[src/rtl/mnist_pkg.sv]
// Shared constants and types for the result reporting path: ASCII codes,
// message length, sequencer state encoding and the digit-to-ASCII map.
package mnist_pkg;

    localparam logic [7:0] CHAR_ZERO = 8'h30;
    localparam logic [7:0] CHAR_BAD  = 8'h3F;
    localparam logic [7:0] CHAR_CR   = 8'h0D;
    localparam logic [7:0] CHAR_LF   = 8'h0A;
    localparam int         MSG_LEN   = 3;

    typedef enum logic {
        ST_IDLE = 1'b0,
        ST_SEND = 1'b1
    } seq_state_e;

    // Digits 0..9 become '0'..'9'; anything else is reported as '?'.
    function automatic logic [7:0] char_of(input logic [3:0] digit);
        if (digit <= 4'd9) begin
            return CHAR_ZERO + {4'h0, digit};
        end
        return CHAR_BAD;
    endfunction

endpackage

[src/rtl/result_uart_tx_if.sv]
// Result strobe/digit in, serial line and status out.
interface result_uart_tx_if;
    logic       done;
    logic [3:0] predicted_digit;
    logic       uart_tx;
    logic       busy;
    logic       overrun;

    modport slave (
        input  done, predicted_digit,
        output uart_tx, busy, overrun
    );

    modport master (
        output done, predicted_digit,
        input  uart_tx, busy, overrun
    );
endinterface

[src/rtl/uart_byte_tx.sv]
// 8N1 serializer for one byte. A new byte can be accepted in the last cycle
// of the current stop bit, so consecutive frames leave no idle gap.
module uart_byte_tx #(
    parameter int CLKS_PER_BIT = 868
) (
    input  logic       clk,
    input  logic       rst,
    input  logic       valid,
    input  logic [7:0] data,
    output logic       ready,
    output logic       frame_done,
    output logic       tx
);
    localparam int CW = (CLKS_PER_BIT > 1) ? $clog2(CLKS_PER_BIT) : 1;

    logic          active_q, active_d;
    logic [CW-1:0] baud_q, baud_d;
    logic [3:0]    bit_q, bit_d;      // 0 start, 1..8 data, 9 stop
    logic [7:0]    data_q, data_d;
    logic          tx_q, tx_d;
    logic          baud_last;

    assign baud_last  = (baud_q == CW'(CLKS_PER_BIT - 1));
    assign frame_done = active_q && baud_last && (bit_q == 4'd9);
    assign ready      = !active_q || frame_done;
    assign tx         = tx_q;

    // Next-state: load a new frame, or advance baud/bit counters.
    always_comb begin
        active_d = active_q;
        baud_d   = baud_q;
        bit_d    = bit_q;
        data_d   = data_q;
        tx_d     = tx_q;
        if (valid && ready) begin
            active_d = 1'b1;
            baud_d   = '0;
            bit_d    = 4'd0;
            data_d   = data;
            tx_d     = 1'b0;
        end else if (active_q) begin
            if (baud_last) begin
                baud_d = '0;
                if (bit_q == 4'd9) begin
                    active_d = 1'b0;
                    tx_d     = 1'b1;
                end else begin
                    bit_d = bit_q + 4'd1;
                    tx_d  = (bit_q == 4'd8) ? 1'b1 : data_q[bit_q[2:0]];
                end
            end else begin
                baud_d = baud_q + 1'b1;
            end
        end
    end

    // State registers; reset idles the line and abandons any partial frame.
    always_ff @(posedge clk or posedge rst) begin
        if (rst) begin
            active_q <= 1'b0;
            baud_q   <= '0;
            bit_q    <= 4'd0;
            data_q   <= 8'h00;
            tx_q     <= 1'b1;
        end else begin
            active_q <= active_d;
            baud_q   <= baud_d;
            bit_q    <= bit_d;
            data_q   <= data_d;
            tx_q     <= tx_d;
        end
    end

endmodule

[src/rtl/result_uart_tx.sv]
// Reports each classifier result as "<digit>\r\n" over an 8N1 UART.
// Holds the done edge detect, character map, message sequencer and a
// one-deep pending slot for a result arriving mid-message.
module result_uart_tx
    import mnist_pkg::*;
#(
    parameter int CLK_HZ = 100_000_000,
    parameter int BAUD   = 115200
) (
    input  logic             clk,
    input  logic             rst,
    result_uart_tx_if.slave  bus
);
    localparam int CLKS_PER_BIT = CLK_HZ / BAUD;

    seq_state_e state_q, state_d;
    logic [1:0] idx_q, idx_d;          // byte of the message now on the line
    logic       pend_vld_q, pend_vld_d;
    logic [7:0] pend_char_q, pend_char_d;
    logic       overrun_q, overrun_d;
    logic       done_q;

    logic       done_edge;
    logic [7:0] cur_char;
    logic       last_byte;
    logic       byte_valid;
    logic [7:0] byte_data;
    logic       byte_ready;
    logic       frame_done;
    logic       tx_line;

    assign done_edge   = bus.done && !done_q;
    assign cur_char    = char_of(bus.predicted_digit);
    assign last_byte   = (idx_q == 2'(MSG_LEN - 1));
    assign bus.uart_tx = tx_line;
    assign bus.busy    = (state_q == ST_SEND);
    assign bus.overrun = overrun_q;

    uart_byte_tx #(.CLKS_PER_BIT(CLKS_PER_BIT)) u_byte_tx (
        .clk        (clk),
        .rst        (rst),
        .valid      (byte_valid),
        .data       (byte_data),
        .ready      (byte_ready),
        .frame_done (frame_done),
        .tx         (tx_line)
    );

    // Sequencer: start messages, chain bytes on frame_done, manage pending slot.
    always_comb begin
        state_d     = state_q;
        idx_d       = idx_q;
        pend_vld_d  = pend_vld_q;
        pend_char_d = pend_char_q;
        overrun_d   = 1'b0;
        byte_valid  = 1'b0;
        byte_data   = cur_char;
        unique case (state_q)
            ST_IDLE: begin
                if (done_edge && byte_ready) begin
                    byte_valid = 1'b1;
                    byte_data  = cur_char;
                    idx_d      = 2'd0;
                    state_d    = ST_SEND;
                end
            end
            ST_SEND: begin
                if (done_edge) begin
                    if (!pend_vld_q) begin
                        pend_vld_d  = 1'b1;
                        pend_char_d = cur_char;
                    end else begin
                        overrun_d = 1'b1;
                    end
                end
                if (frame_done) begin
                    if (!last_byte) begin
                        byte_valid = 1'b1;
                        byte_data  = (idx_q == 2'd0) ? CHAR_CR : CHAR_LF;
                        idx_d      = idx_q + 2'd1;
                    end else if (pend_vld_q) begin
                        byte_valid = 1'b1;
                        byte_data  = pend_char_q;
                        idx_d      = 2'd0;
                        pend_vld_d = 1'b0;
                    end else if (done_edge) begin
                        // Edge in the final stop cycle goes straight out,
                        // bypassing the slot it would otherwise occupy.
                        byte_valid = 1'b1;
                        byte_data  = cur_char;
                        idx_d      = 2'd0;
                        pend_vld_d = 1'b0;
                    end else begin
                        state_d = ST_IDLE;
                    end
                end
            end
            default: state_d = ST_IDLE;
        endcase
    end

    // Sequencer, pending slot, overrun pulse and done edge-detect registers.
    always_ff @(posedge clk or posedge rst) begin
        if (rst) begin
            state_q     <= ST_IDLE;
            idx_q       <= 2'd0;
            pend_vld_q  <= 1'b0;
            pend_char_q <= 8'h00;
            overrun_q   <= 1'b0;
            done_q      <= 1'b0;
        end else begin
            state_q     <= state_d;
            idx_q       <= idx_d;
            pend_vld_q  <= pend_vld_d;
            pend_char_q <= pend_char_d;
            overrun_q   <= overrun_d;
            done_q      <= bus.done;
        end
    end

endmodule

[src/flat_wrapper.sv]
// flat-port wrapper written by rule: the top's interface ports become plain ports
module result_uart_tx_flat import mnist_pkg::*;
#(
    parameter int CLK_HZ = 100_000_000,
    parameter int BAUD   = 115200
)
  (clk, rst, bus_done, bus_predicted_digit, bus_uart_tx, bus_busy, bus_overrun);
  result_uart_tx_if bus_i ();
  input  logic clk;
  input  logic rst;
  input wire logic [$bits(bus_i.done)-1:0] bus_done;
  input wire logic [$bits(bus_i.predicted_digit)-1:0] bus_predicted_digit;
  output wire logic [$bits(bus_i.uart_tx)-1:0] bus_uart_tx;
  output wire logic [$bits(bus_i.busy)-1:0] bus_busy;
  output wire logic [$bits(bus_i.overrun)-1:0] bus_overrun;
  assign bus_i.done = bus_done;
  assign bus_i.predicted_digit = bus_predicted_digit;
  assign bus_uart_tx = bus_i.uart_tx;
  assign bus_busy = bus_i.busy;
  assign bus_overrun = bus_i.overrun;
  result_uart_tx #(.CLK_HZ(CLK_HZ), .BAUD(BAUD)) u_core (.clk(clk), .rst(rst), .bus(bus_i));
endmodule
[config.mk]
export PLATFORM = sky130hd
export DESIGN_NAME = result_uart_tx_flat
export DESIGN_NICKNAME = d
export VERILOG_FILES = /design/src/rtl/mnist_pkg.sv /design/src/rtl/result_uart_tx_if.sv /design/src/rtl/uart_byte_tx.sv /design/src/rtl/result_uart_tx.sv /design/src/flat_wrapper.sv
export SDC_FILE = /design/constraint.sdc
export NUM_CORES = 1
export LEC_CHECK = 0
export BUFFER_PORTS_ARGS = -buffer_cell sky130_fd_sc_hd__buf_4
export CAP_MARGIN = 20
export CORE_AREA = 2 2 66 68
export DETAILED_ROUTE_END_ITERATION = 8
export DIE_AREA = 0 0 68 70
export PLACE_DENSITY = 0.66
export SLEW_MARGIN = 0
export SYNTH_ARGS = -nofsm -noshare
export SYNTH_HDL_FRONTEND = slang
export SYNTH_SLANG_ARGS = --single-unit
[constraint.sdc]
create_clock -name clk -period 4.8 [get_ports clk]
set_input_delay 0.96 -clock clk [delete_from_list [all_inputs] [get_ports clk]]
set_output_delay 0.96 -clock clk [all_outputs]
set_load 0.03 [all_outputs]
==> impl_summary.log, run 1 <==
INFO  metric yosys.cell_types.count = 46
INFO  metric min_clock_period_post_route = 2.54 ns
INFO  metric yosys.cell_count.top_type = sky130_fd_sc_hd__dfrtp_1
INFO  metric totalWireLength = 4.01 mm
INFO  metric drc = 0
INFO  metric period_share = 52.9%
INFO  metric post_synth_fa_ha_maj_area_fraction = 2.54%
INFO  metric critPathCaptureType = flop
INFO  metric clk_pin_slew_worst_paths = 0.08 ns
INFO  metric intPower = 0.000460 W
INFO  metric grt_pass1_wl = 6.72 mm
INFO  metric cts_hold_buffers = 0
INFO  metric share_of_the_synthesized_area_in_compound_gates_ao_oa_aoi_oai = 18.0%
INFO  metric report.final.setup_viol = 0
INFO  metric worst-endpoint-required = 4.98 ns
INFO  metric postCtsSetupBuffers = 0
INFO  metric synth_top_area_cells = sky130_fd_sc_hd__dfrtp_1, sky130_fd_sc_hd__nand2_1, sky130_fd_sc_hd__nor2_1, sky130_fd_sc_hd__ha_1, sky130_fd_sc_hd__a21oi_1
INFO  metric fin_setup_tns = 0 ns
INFO  metric avgRoutedWirePerCell = 15.7 um
INFO  metric postCtsResizedCells = 0
INFO  metric finalCoreUtilization = 52.1%
INFO  metric synth_sequential_area_ratio = 48.3%
INFO  metric critPathMaxStageDelay = 0.77 ns
INFO  metric regToRegSetupSlack = 2.26 ns
INFO  metric track_usage = 18.7%
INFO  metric critical_path_arrival = 2.72 ns
INFO  metric critical_path.reg2reg.startpoint = u_core.u_byte_tx.bit_q[1]$_DFFE_PP0P_
INFO  metric filler_cell_count = 374
INFO  metric clockPowerShare = 38.5%
INFO  metric clock_insertion_delay_worst_skew = 0.30 ns
INFO  metric timing.hold.worst_endpoint = u_core.pend_char_q[4]$_DFFE_PP0P_
INFO  metric yosys_most_used_dff = sky130_fd_sc_hd__dfrtp_1
INFO  metric floorplan.die.height = 70 um
INFO  metric cp_top_family = simple AND/OR/NAND/NOR gates
INFO  metric power.net_switching = 0.000136 W
INFO  metric area_growth = 9.39%
INFO  metric root_buffer = sky130_fd_sc_hd__clkbuf_8
INFO  metric relSlewSlack = 33.9%
INFO  metric initial_drt_pass_iterations = 4
INFO  metric postLayoutCellArea = 0.00216 mm2
INFO  metric layout.nets = 214
INFO  metric synth_common_cells = sky130_fd_sc_hd__dfrtp_1, sky130_fd_sc_hd__nand2_1, sky130_fd_sc_hd__nor2_1
INFO  metric worstSetupStartpointType = flop
INFO  metric antenna_violations_before_repair = 0
INFO  metric synth.largest_area_cell = sky130_fd_sc_hd__dfrtp_1
INFO  metric power_per_cell_area = 276 mW/mm2
INFO  metric synth_seq_cells = 38
INFO  metric setup_slack = 2.26 ns
INFO  metric skew = 0.00761 ns
INFO  metric seqPwrFrac = 56.0%
INFO  metric critical-path-slowest-cell = sky130_fd_sc_hd__nor4_1
INFO  metric drive_gt1_share = 16.7%
INFO  metric critical_path.cell_chain = inv_1 > ha_1 > nand3b_1 > nor4_1 > and2_1 > a221oi_1 > mux2_2
INFO  metric placeableCoreArea = 0.00414 mm2
INFO  metric main_combinational_cell_family_by_area_after_synthesis = simple AND/OR/NAND/NOR gates
INFO  metric setup_repair_after_global_routing_missed_its_margin = false
INFO  metric outcome = complete, no violations
INFO  metric startpoint = u_core.u_byte_tx.bit_q[1]$_DFFE_PP0P_
INFO  metric yosys-mux-area-fraction = 5.52%
INFO  metric number_of_enable_type_register_cells_in_the_synthesized_netlist = 0
INFO  metric grt_pass1_vias = 1531
INFO  metric numCtsBuffers = 5
INFO  metric port-buffer-count = 9
INFO  metric min_from = u_core.pend_char_q[4]$_DFFE_PP0P_
INFO  metric leakage = 0.867 nW
INFO  metric area_share_of_the_leading_cell_type_in_the_synthesized_netlist = 47.0%
INFO  metric dieArea = 0.00476 mm2
INFO  metric crit_type = flop to flop
INFO  metric switching_share = 22.9%
INFO  metric slew_violations = 0
INFO  metric antenna_cells = 0
INFO  metric reg2reg_to = u_core.u_byte_tx.data_q[2]$_DFFE_PP0N_
INFO  metric number_of_cell_instances_on_the_worst_register_to_register_path = 7
INFO  metric fp.dieW = 68 um
INFO  metric clock_sinks = 38
INFO  metric cp_num_buf_inv = 1
INFO  metric ios = 10
INFO  metric worst_min_delay_path_category = flop to flop
INFO  metric path_max_fanout = 6
INFO  metric routed_vias = 1505
INFO  metric syn_nets = 205
INFO  metric tightestPinTransition = 0.983 ns
INFO  metric power.ir.vdd_worst = 205 uV
INFO  metric globalplace.congestion = 0.906
INFO  metric hold_viol_final = 0
INFO  metric hold_path_depth = 1
INFO  metric tritoncts = built
INFO  metric hold-worst-slack = 0.481 ns
INFO  metric cts_buffer_depth = 2
INFO  metric clock.fmax = 394 MHz
INFO  metric synth_simple_gate_area_share = 19.4%
INFO  metric total_number_of_placement_rows = 24
INFO  metric pin_count_of_the_biggest_net_entering_global_routing = 30
INFO  metric overflow = 0
INFO  metric ys.warnings.count = 0
INFO  metric maxCapViolCount = 0
INFO  metric power_frac_comb = 5.4%
INFO  metric post-dp-hpwl = 2.88 mm
INFO  metric remaining_number_of_nets_flagged_by_the_antenna_check_after_routing = 0
INFO  metric postSynthAreaPerCell = 10.2 um2
INFO  metric detailed_place.area = 0.00207 mm2
INFO  metric synth-async-reset-ratio = 100%
INFO  metric drt_first_iter_violations = 139
INFO  metric dp_worst_setup_slack = 2.19 ns
INFO  metric initial_utilization = 47.6%
INFO  metric drt-vias-per-instance = 5.88
INFO  metric mappedNetlistArea = 0.00197 mm2
INFO  metric postSynthCellCount = 194
INFO  metric htree_num_levels = 2
INFO  metric synthXorXnorAreaFrac = 2.22%
[how the worst max path moves through the flow]
stage                     slack, ns  cells after the start                                     end
after floorplan                2.64                      5  u_core.u_byte_tx.data_q[0]$_DFFE_PP0N_
after global placement         2.26                      4       u_core.pend_char_q[3]$_DFFE_PP0P_
after detailed placement       2.19                      4       u_core.pend_char_q[3]$_DFFE_PP0P_
after CTS                      2.28                      7  u_core.u_byte_tx.data_q[2]$_DFFE_PP0N_
after global routing           2.12                      7  u_core.u_byte_tx.data_q[2]$_DFFE_PP0N_
final                          2.26                      7  u_core.u_byte_tx.data_q[2]$_DFFE_PP0N_
[logic make-up (layout without fill, tap and decap cells)]
group | Yosys count | in the layout
and+or+nand+nor | 74 | 74
adders and majority gates | 4 | 4
xor gates and xnor gates | 5 | 5
buffers and inverters | 17 | 27
DFF | 38 | 38
muxes | 8 | 8
AOI/OAI and AO/OA | 48 | 48
[worst reg2reg max path, delay by kind of cell (launching register included)]
family	cells	cell delay [ns]
fa+ha+maj	1	0.19
simple gates	3	1.29
buf+inv	1	0.14
compound gates	1	0.09
flops	1	0.43
mux	1	0.29
[state kept, by name, summed over array words and instances, names as in the netlist]
name	flops
u_core.u_byte_tx.tx	1
u_core.done_q	1
u_core.u_byte_tx.data_q	8
u_core.pend_vld_q	1
u_core.bus.overrun	1
u_core.bus.busy	1
u_core.u_byte_tx.bit_q	4
u_core.u_byte_tx.active_q	1
u_core.u_byte_tx.baud_q	10
u_core.idx_q	2
u_core.pend_char_q	8
[power groups by stage]
stage / clock network [W] / logic, W / registers [W]
3_3_place_gp: 0 / 0.0000317 / 0.000340
4_1_cts: 0.000231 / 0.0000330 / 0.000334
5_1_grt: 0.000243 / 0.0000368 / 0.000335
6_report: 0.000230 / 0.0000324 / 0.000334
2_1_floorplan: 0 / 0.0000211 / 0.000340
3_5_place_dp: 0 / 0.0000329 / 0.000340
[placed cells by master, fill, tap and decap left out, types with 3 or more instances in the layout]
master / count
sky130_fd_sc_hd__mux2i_1: 3
sky130_fd_sc_hd__inv_1: 9
sky130_fd_sc_hd__dfrtp_1: 37
sky130_fd_sc_hd__and3_1: 3
sky130_fd_sc_hd__nor4_1: 3
sky130_fd_sc_hd__clkbuf_8: 6
sky130_fd_sc_hd__o21ai_0: 8
sky130_fd_sc_hd__nand2_1: 20
sky130_fd_sc_hd__nand2b_1: 5
sky130_fd_sc_hd__or2_2: 4
sky130_fd_sc_hd__a21oi_1: 9
sky130_fd_sc_hd__ha_1: 4
sky130_fd_sc_hd__buf_4: 10
sky130_fd_sc_hd__nor3_1: 4
sky130_fd_sc_hd__o21ai_1: 4
sky130_fd_sc_hd__nor2_1: 15
sky130_fd_sc_hd__mux2_2: 3
sky130_fd_sc_hd__o22ai_1: 6
sky130_fd_sc_hd__nor2b_1: 5
sky130_fd_sc_hd__a22o_1: 4
sky130_fd_sc_hd__nand3_1: 6
sky130_fd_sc_hd__xnor2_1: 5
[metrics by stage]
| step | instances | total power (W) |
|---|---|---|
| finish | 256 | 0.000596 |
| global route | 256 | 0.000615 |
| CTS | 256 | 0.000598 |
| detailed placement | 248 | 0.000373 |
| global placement | 248 | 0.000372 |
| floorplan | 194 | 0.000361 |
[metal layers]
metal  wire length [um]  vias to the layer above  track usage (%)  part of all wire [%]
met1               1690                      745             23.6                    42
met4                 82                        0             7.33                   2.0
met2               2060                       37             30.0                    51
met5                  0                        -                0                     0
li1                   -                      715                -                     -
met3                183                        8             5.31                   4.6
[area by class of cell]
type | count | area, um2 | area share, %
sequential | 38 | 952 | 44.1
multi-input combinational | 139 | 940 | 43.6
clock buffer | 7 | 86.3 | 4.00
timing repair buffer | 10 | 75.1 | 3.48
tap | 52 | 65.1 | 3.02
inverter | 9 | 33.8 | 1.57
clock inverter | 1 | 5.00 | 0.232
(Power assumes the default switching activity.)
==> run 2: changes to the inputs <==
--- a/config.mk
+++ b/config.mk
@@ -10,7 +10,7 @@
 export CORE_AREA = 2 2 66 68
 export DETAILED_ROUTE_END_ITERATION = 8
 export DIE_AREA = 0 0 68 70
-export PLACE_DENSITY = 0.66
+export PLACE_DENSITY = 0.68
 export SLEW_MARGIN = 0
 export SYNTH_ARGS = -nofsm -noshare
 export SYNTH_HDL_FRONTEND = slang
==> constraint.sdc (replaced) <==
create_clock -name clk -period 2.3 [get_ports clk]
set_input_delay 0.46 -clock clk [delete_from_list [all_inputs] [get_ports clk]]
set_output_delay 0.46 -clock clk [all_outputs]
set_load 0.03 [all_outputs]
==> run 2 against run 1 <==
  * Routed wire length up 4.7%
  * Cell count grew 5.9%
  * Setup slack lost 2.2 ns
  * Sequential power is 110% higher
  * Fmax rose by 13%
==> impl_summary.log, run 2 (synthesis gave the netlist of run 1 again) <==
INFO  metric outcome = complete, no violations
INFO  metric worst_min_delay_path_category = input pin to async pin
INFO  metric placeableCoreArea = 0.00414 mm2 (unchanged)
INFO  metric report.final.setup_viol = 0 (unchanged)
INFO  metric tritoncts = built
INFO  metric critical_path.cell_chain = inv_2 > ha_2 > nand3b_1 > buf_6 > o41a_1 > o22ai_4 > mux2_2
INFO  metric grt_pass1_wl = 7.13 mm (+6.2%)
INFO  metric largest-register = u_core.u_byte_tx.baud_q
INFO  metric largestRegisters = u_core.u_byte_tx.baud_q (10), u_core.pend_char_q (8), u_core.u_byte_tx.data_q (8)
INFO  metric slew_violations = 0 (unchanged)
INFO  metric drive_gt1_share = 25.1% (+8.4 points)
INFO  metric cts_buffer_depth = 2 (unchanged)
INFO  metric clock_insertion_delay_worst_skew = 0.29 ns (about the same)
INFO  metric track_usage = 19.7% (+1.0 points)
INFO  metric clock.fmax = 444 MHz (+13%)
INFO  metric area_growth = 18.5%
INFO  metric remaining_number_of_nets_flagged_by_the_antenna_check_after_routing = 0 (unchanged)
INFO  metric initial_drt_pass_iterations = 4 (unchanged)
INFO  metric power_frac_comb = 5.1% (-0.3 points)
INFO  metric critical_path_arrival = 2.43 ns (-0.29 ns)
INFO  metric floorplan.die.height = 70 um (unchanged)
INFO  metric power.net_switching = 0.000289 W (+110%)
INFO  metric initial_utilization = 47.6% (unchanged)
INFO  metric total_number_of_placement_rows = 24 (unchanged)
INFO  metric final_cell_mix = sky130_fd_sc_hd__dfrtp_1, sky130_fd_sc_hd__buf_4, sky130_fd_sc_hd__nand2_1
INFO  metric largest_register_ff_count = 10 (unchanged)
INFO  metric leakage = 0.966 nW (+11%)
INFO  metric setup_repair_after_global_routing_missed_its_margin = true
INFO  metric drt_first_iter_violations = 67 (-52%)
INFO  metric ios = 10 (unchanged)
INFO  metric power.ir.vdd_worst = 442 uV (+120%)
INFO  metric maxCapViolCount = 0 (unchanged)
INFO  metric port-buffer-count = 9 (unchanged)
INFO  metric clock_sinks = 38 (unchanged)
INFO  metric intPower = 0.00104 W (+130%)
INFO  metric overflow = 0 (unchanged)
INFO  metric drt-vias-per-instance = 5.67 (-3.5%)
INFO  metric avgRoutedWirePerCell = 15.5 um (-1.1%)
INFO  metric clk_pin_slew_worst_paths = 0.08 ns (about the same)
INFO  metric relSlewSlack = 64.5% (+31 points)
INFO  metric critPathMaxStageDelay = 0.48 ns (-0.29 ns)
INFO  metric tightestPinTransition = 0.528 ns (-0.455 ns)
INFO  metric fin_setup_tns = 0 ns (unchanged)
INFO  metric switching_share = 21.7% (-1.1 points)
INFO  metric worst-endpoint-required = 2.48 ns (-2.50 ns)
INFO  metric numCtsBuffers = 5 (unchanged)
INFO  metric root_buffer = sky130_fd_sc_hd__clkbuf_8
INFO  metric period_share = 97.9% (+45 points)
INFO  metric hold_viol_final = 0 (unchanged)
INFO  metric crit_type = flop to flop
INFO  metric htree_num_levels = 2 (unchanged)
INFO  metric filler_cell_count = 342 (-8.6%)
INFO  metric worstSetupStartpointType = flop
INFO  metric critical-path-slowest-cell = sky130_fd_sc_hd__o41a_1
INFO  metric critPathCaptureType = flop
INFO  metric globalplace.congestion = 0.891 (-1.7%)
INFO  metric post-dp-hpwl = 2.95 mm (+2.4%)
INFO  metric clockPowerShare = 42.5% (+4.0 points)
INFO  metric path_max_fanout = 6 (unchanged)
INFO  metric most_common_cell_after_layout_fill_and_taps_aside = sky130_fd_sc_hd__dfrtp_1
INFO  metric cts_hold_buffers = 0 (unchanged)
INFO  metric min_clock_period_post_route = 2.25 ns (-0.287 ns)
INFO  metric seqPwrFrac = 52.4% (-3.6 points)
INFO  metric power_per_cell_area = 569 mW/mm2 (+110%)
INFO  metric antenna_cells = 0 (unchanged)
INFO  metric totalWireLength = 4.20 mm (+4.7%)
INFO  metric layout.nets = 229 (+7.0%)
INFO  metric antenna_violations_before_repair = 0 (unchanged)
INFO  metric grt_pass1_vias = 1543 (+0.78%)
INFO  metric pin_count_of_the_biggest_net_entering_global_routing = 39 (+30%)
INFO  metric dieArea = 0.00476 mm2 (unchanged)
INFO  metric fp.dieW = 68 um (unchanged)
INFO  metric routed_vias = 1537 (+2.1%)
INFO  metric hold-worst-slack = 0.283 ns (-0.198 ns)
INFO  metric skew = 0.00440 ns (-0.00321 ns)
INFO  metric drc = 0 (unchanged)
run 2: cell count changes in the layout (fill, tap and decap cells not counted), moves of 2 or more:
| cell | delta |
|---|---|
| sky130_fd_sc_hd__ha_1 | -2 |
| sky130_fd_sc_hd__clkinvlp_4 | +2 |
| sky130_fd_sc_hd__ha_2 | +2 |
| sky130_fd_sc_hd__buf_4 | +14 |
run 2: through the flow:
step / worst slack, ns / std cells / instance area [um2] / total power (W) / utilization, %
finish: 0.0491 / 271 / 2340 / 0.00133 / 56.4
global placement: 0.0983 / 258 / 2140 / 0.000777 / 51.7
floorplan: 0.139 / 194 / 1970 / 0.000754 / -
global route: -0.0454 / 271 / 2340 / 0.00139 / 56.4
CTS: 0.0118 / 266 / 2250 / 0.00134 / 54.4
detailed placement: 0.0244 / 258 / 2140 / 0.000778 / 51.7
run 2: path summary, 6_finish.rpt:
path                                                        from                                      to  slack, ns  cells past startpoint
max in group asynchronous                                    rst         u_core.u_byte_tx.tx$_DFFE_PP1P_       1.67                      3
max reg2reg                u_core.u_byte_tx.bit_q[1]$_DFFE_PP0P_  u_core.u_byte_tx.data_q[2]$_DFFE_PP0N_       0.05                      7
max                        u_core.u_byte_tx.bit_q[1]$_DFFE_PP0P_  u_core.u_byte_tx.data_q[2]$_DFFE_PP0N_       0.05                      7
min reg2reg                    u_core.pend_char_q[5]$_DFFE_PP0P_       u_core.pend_char_q[5]$_DFFE_PP0P_       0.47                      1
min in group clk                                        bus_done                 u_core.done_q$_DFF_PP0_       0.29                      1
min                                                          rst   u_core.u_byte_tx.bit_q[2]$_DFFE_PP0P_       0.28                      3
run 2: metal layers:
metal  part of all wire, %  track usage (%)
met1                    44             26.0
met2                    52             31.1
met3                   2.7             4.51
met4                   2.2             8.00
met5                     0                0
run 2: final cells by class:
type,count,area [um2],share of cell area [%]
repair buffers,25,191,8.19
well taps,52,65.1,2.79
inverters,9,33.8,1.45
clock buffers,5,68.8,2.95
multi-input cells,139,980,41.9
flip-flops and latches,38,952,40.8
clock inverters,3,45.0,1.93
run 2: power groups by stage:
| stage | sequential (W) | clock [W] | combinational (W) |
|---|---|---|---|
| 4_1_cts | 0.000696 | 0.000579 | 0.0000689 |
| 5_1_grt | 0.000699 | 0.000611 | 0.0000780 |
| 3_5_place_dp | 0.000709 | 0 | 0.0000688 |
| 3_3_place_gp | 0.000709 | 0 | 0.0000678 |
| 2_1_floorplan | 0.000709 | 0 | 0.0000441 |
| 6_report | 0.000696 | 0.000565 | 0.0000678 |
run 2: timing repair:
action | 4_1_cts | 5_1_grt
gates resized for setup | 0 | 7
setup buffers | 0 | 5
setup endpoints to repair | 0 | 11
run 2: critical path: cells and delay by family, from the launching register on:
| kind | cells | cell delay [ns] |
|---|---|---|
| compound gates | 2 | 0.78 |
| flops | 1 | 0.41 |
| mux | 1 | 0.37 |
| buf+inv | 2 | 0.26 |
| fa+ha+maj | 1 | 0.18 |
| simple gates | 1 | 0.14 |
==> run 3: changes to the inputs <==
--- a/config.mk
+++ b/config.mk
@@ -5,12 +5,12 @@
 export SDC_FILE = /design/constraint.sdc
 export NUM_CORES = 1
 export LEC_CHECK = 0
-export BUFFER_PORTS_ARGS = -buffer_cell sky130_fd_sc_hd__buf_4
 export CAP_MARGIN = 20
-export CORE_AREA = 2 2 66 68
+export CORE_AREA = 2 2 63 65
 export DETAILED_ROUTE_END_ITERATION = 8
-export DIE_AREA = 0 0 68 70
-export PLACE_DENSITY = 0.68
+export DIE_AREA = 0 0 65 67
+export DONT_BUFFER_PORTS = 1
+export PLACE_DENSITY = 0.72
 export SLEW_MARGIN = 0
 export SYNTH_ARGS = -nofsm -noshare
 export SYNTH_HDL_FRONTEND = slang
==> run 3 against run 2 <==
  * Critical path depth grew 1
  * Power fell by 8.3%
  * Setup slack improved by 0.028 ns
  * Non-clock buffer count fell by 6
  * Fmax is 1.3% higher
==> impl_summary.log, run 3 (synthesis gave the netlist of run 1 again) <==
INFO  metric cts_buffer_depth = 2 (unchanged)
INFO  metric final_cell_mix = sky130_fd_sc_hd__dfrtp_1, sky130_fd_sc_hd__nand2_1, sky130_fd_sc_hd__buf_4
INFO  metric clockPowerShare = 38.1% (-4.4 points)
INFO  metric grt_pass1_vias = 1478 (-4.2%)
INFO  metric largest_register_ff_count = 10 (unchanged)
INFO  metric most_common_cell_after_layout_fill_and_taps_aside = sky130_fd_sc_hd__dfrtp_1
INFO  metric track_usage = 21.4% (+1.7 points)
INFO  metric worst_min_delay_path_category = input pin to async pin
INFO  metric cp_num_buf_inv = 2 (unchanged)
INFO  metric critical_path.cell_chain = inv_2 > ha_2 > nand3b_1 > buf_4 > o41a_1 > o22a_4 > a2111oi_4 > nor2_1
INFO  metric period_share = 96.6% (-1.2 points)
INFO  metric power_per_cell_area = 541 mW/mm2 (-4.9%)
INFO  metric post-dp-hpwl = 2.98 mm (+0.98%)
INFO  metric dieArea = 0.00436 mm2 (-8.5%)
INFO  metric avgRoutedWirePerCell = 15.8 um (+1.8%)
INFO  metric drc = 0 (unchanged)
INFO  metric leakage = 0.928 nW (-3.9%)
INFO  metric overflow = 0 (unchanged)
INFO  metric drive_gt1_share = 21.6% (-3.5 points)
INFO  metric initial_utilization = 54.7% (+7.1 points)
INFO  metric cp_num_cells = 8 (+1)
INFO  metric critPathMaxStageDelay = 0.48 ns (about the same)
INFO  metric clock_insertion_delay_worst_skew = 0.29 ns (about the same)
INFO  metric routed_vias = 1542 (+0.33%)
INFO  metric skew = 0.00790 ns (+0.00350 ns)
INFO  metric postLayoutCellArea = 0.00225 mm2 (-3.6%)
INFO  metric drt-vias-per-instance = 5.91 (+4.2%)
INFO  metric setup_repair_after_global_routing_missed_its_margin = false
INFO  metric initial_drt_pass_iterations = 4 (unchanged)
INFO  metric htree_num_levels = 2 (unchanged)
INFO  metric power.net_switching = 0.000264 W (-8.7%)
INFO  metric clock.fmax = 450 MHz (+1.3%)
INFO  metric crit_type = flop to flop
INFO  metric cp_top_family = compound AO/OA/AOI/OAI gates
INFO  metric relSlewSlack = 68.1% (+3.6 points)
INFO  metric power_frac_comb = 4.5% (-0.6 points)
INFO  metric tightestPinTransition = 0.479 ns (-0.0495 ns)
INFO  metric pin_count_of_the_biggest_net_entering_global_routing = 39 (unchanged)
INFO  metric critPathCaptureType = flop
INFO  metric number_of_cell_instances_on_the_worst_register_to_register_path = 8 (+1)
INFO  metric power.ir.vdd_worst = 320 uV (-28%)
INFO  metric report.final.setup_viol = 0 (unchanged)
INFO  metric antenna_cells = 0 (unchanged)
INFO  metric ios = 10 (unchanged)
INFO  metric layout.nets = 223 (-2.6%)
INFO  metric worst-endpoint-required = 2.47 ns (about the same)
INFO  metric total_number_of_placement_rows = 22 (-8.3%)
INFO  metric clk_pin_slew_worst_paths = 0.07 ns (about the same)
INFO  metric tritoncts = built
INFO  metric grt_pass1_wl = 7.08 mm (-0.77%)
INFO  metric fin_setup_tns = 0 ns (unchanged)
INFO  metric detailed_place.area = 0.00208 mm2 (-2.7%)
INFO  metric hold_viol_final = 0 (unchanged)
INFO  metric cts_hold_buffers = 0 (unchanged)
INFO  metric largestRegisters = u_core.u_byte_tx.baud_q (10), u_core.pend_char_q (8), u_core.u_byte_tx.data_q (8)
INFO  metric remaining_number_of_nets_flagged_by_the_antenna_check_after_routing = 0 (unchanged)
INFO  metric area_growth = 14.2%
INFO  metric slew_violations = 0 (unchanged)
INFO  metric totalWireLength = 4.12 mm (-2.0%)
INFO  metric switching_share = 21.7% (-0.091 points)
INFO  metric port-buffer-count = 0 (-9)
INFO  metric drt_first_iter_violations = 143 (+110%)
INFO  metric clock_sinks = 38 (unchanged)
INFO  metric critical_path_arrival = 2.40 ns (-0.03 ns)
INFO  metric maxCapViolCount = 0 (unchanged)
INFO  metric outcome = complete, no violations
INFO  metric antenna_violations_before_repair = 0 (unchanged)
INFO  metric fp.dieW = 65 um (-4.4%)
INFO  metric numCtsBuffers = 5 (unchanged)
INFO  metric floorplan.die.height = 67 um (-4.3%)
INFO  metric worstSetupStartpointType = flop
INFO  metric path_max_fanout = 5 (-1)
INFO  metric placeableCoreArea = 0.00361 mm2 (-13%)
INFO  metric filler_cell_count = 302 (-12%)
INFO  metric min_clock_period_post_route = 2.22 ns (-0.0283 ns)
INFO  metric critical-path-slowest-cell = sky130_fd_sc_hd__o41a_1
INFO  metric intPower = 0.000955 W (-8.2%)
INFO  metric seqPwrFrac = 57.4% (+5.0 points)
INFO  metric globalplace.congestion = 0.962 (+8.0%)
INFO  metric largest-register = u_core.u_byte_tx.baud_q
INFO  metric root_buffer = sky130_fd_sc_hd__clkbuf_8
==> run 3: cell types whose count changed in the layout (fill, tap and decap cells not counted) <==
cell and change:
sky130_fd_sc_hd__bufinv_16 -1, sky130_fd_sc_hd__buf_4 -5, sky130_fd_sc_hd__nor4_2 -1, sky130_fd_sc_hd__clkinvlp_4 -2
sky130_fd_sc_hd__nor4_1 +1, sky130_fd_sc_hd__clkbuf_8 +1, sky130_fd_sc_hd__buf_6 -1, sky130_fd_sc_hd__clkbuf_1 +2
==> run 3: cell type report <==
class / instances / area [um2] / area share (%)
clock buffer: 8 / 90.1 / 4.00
timing repair buffer: 19 / 143 / 6.33
tap: 48 / 60.1 / 2.67
sequential: 38 / 952 / 42.3
inverter: 9 / 33.8 / 1.50
multi-input combinational: 139 / 973 / 43.2
==> run 3: path summary, 6_finish.rpt <==
path                       slack, ns                             startpoint                                endpoint
max                             0.08  u_core.u_byte_tx.bit_q[1]$_DFFE_PP0P_  u_core.u_byte_tx.data_q[1]$_DFFE_PP0N_
max reg2reg                     0.08  u_core.u_byte_tx.bit_q[1]$_DFFE_PP0P_  u_core.u_byte_tx.data_q[1]$_DFFE_PP0N_
min reg2reg                     0.47      u_core.pend_char_q[5]$_DFFE_PP0P_       u_core.pend_char_q[5]$_DFFE_PP0P_
max in group asynchronous       1.78                                    rst         u_core.u_byte_tx.tx$_DFFE_PP1P_
min in group clk                0.19                               bus_done                 u_core.done_q$_DFF_PP0_
min                             0.17                                    rst  u_core.u_byte_tx.baud_q[2]$_DFFE_PP0P_
==> run 3: power by group through the flow <==
stage               clock network, W   logic, W  registers, W
floorplan                          0  0.0000441      0.000709
global placement                   0  0.0000534      0.000712
detailed placement                 0  0.0000555      0.000712
CTS                         0.000482  0.0000556      0.000699
global route                0.000505  0.0000622      0.000701
finish                      0.000465  0.0000548      0.000699
==> run 3: per-layer routing <==
layer,track usage (%),vias up,share of wire (%)
met5,0,-,0
met1,26.7,766,43
li1,-,732,-
met2,35.8,34,51
met3,5.57,10,3.6
met4,7.98,0,2.2
==> run 3: what timing repair did <==
action | in CTS | in global routing
endpoints found under the setup margin | 0 | 7
resized for setup | 0 | 5
setup buffers | 0 | 6
endpoints found under the hold margin | 0 | 0
==> run 3: through the flow <==
step / utilization, % / setup slack, ns / hold WS [ns] / cells / power [W]
after floorplan: - / 0.139 / 0.438 / 194 / 0.000754
after global placement: 57.8 / 0.145 / 0.455 / 247 / 0.000765
after detailed placement: 57.8 / 0.0310 / 0.452 / 247 / 0.000767
after CTS: 60.3 / 0.0152 / 0.184 / 255 / 0.00124
after global routing: 62.5 / 0.00328 / 0.179 / 261 / 0.00127
final: 62.5 / 0.0774 / 0.172 / 261 / 0.00122
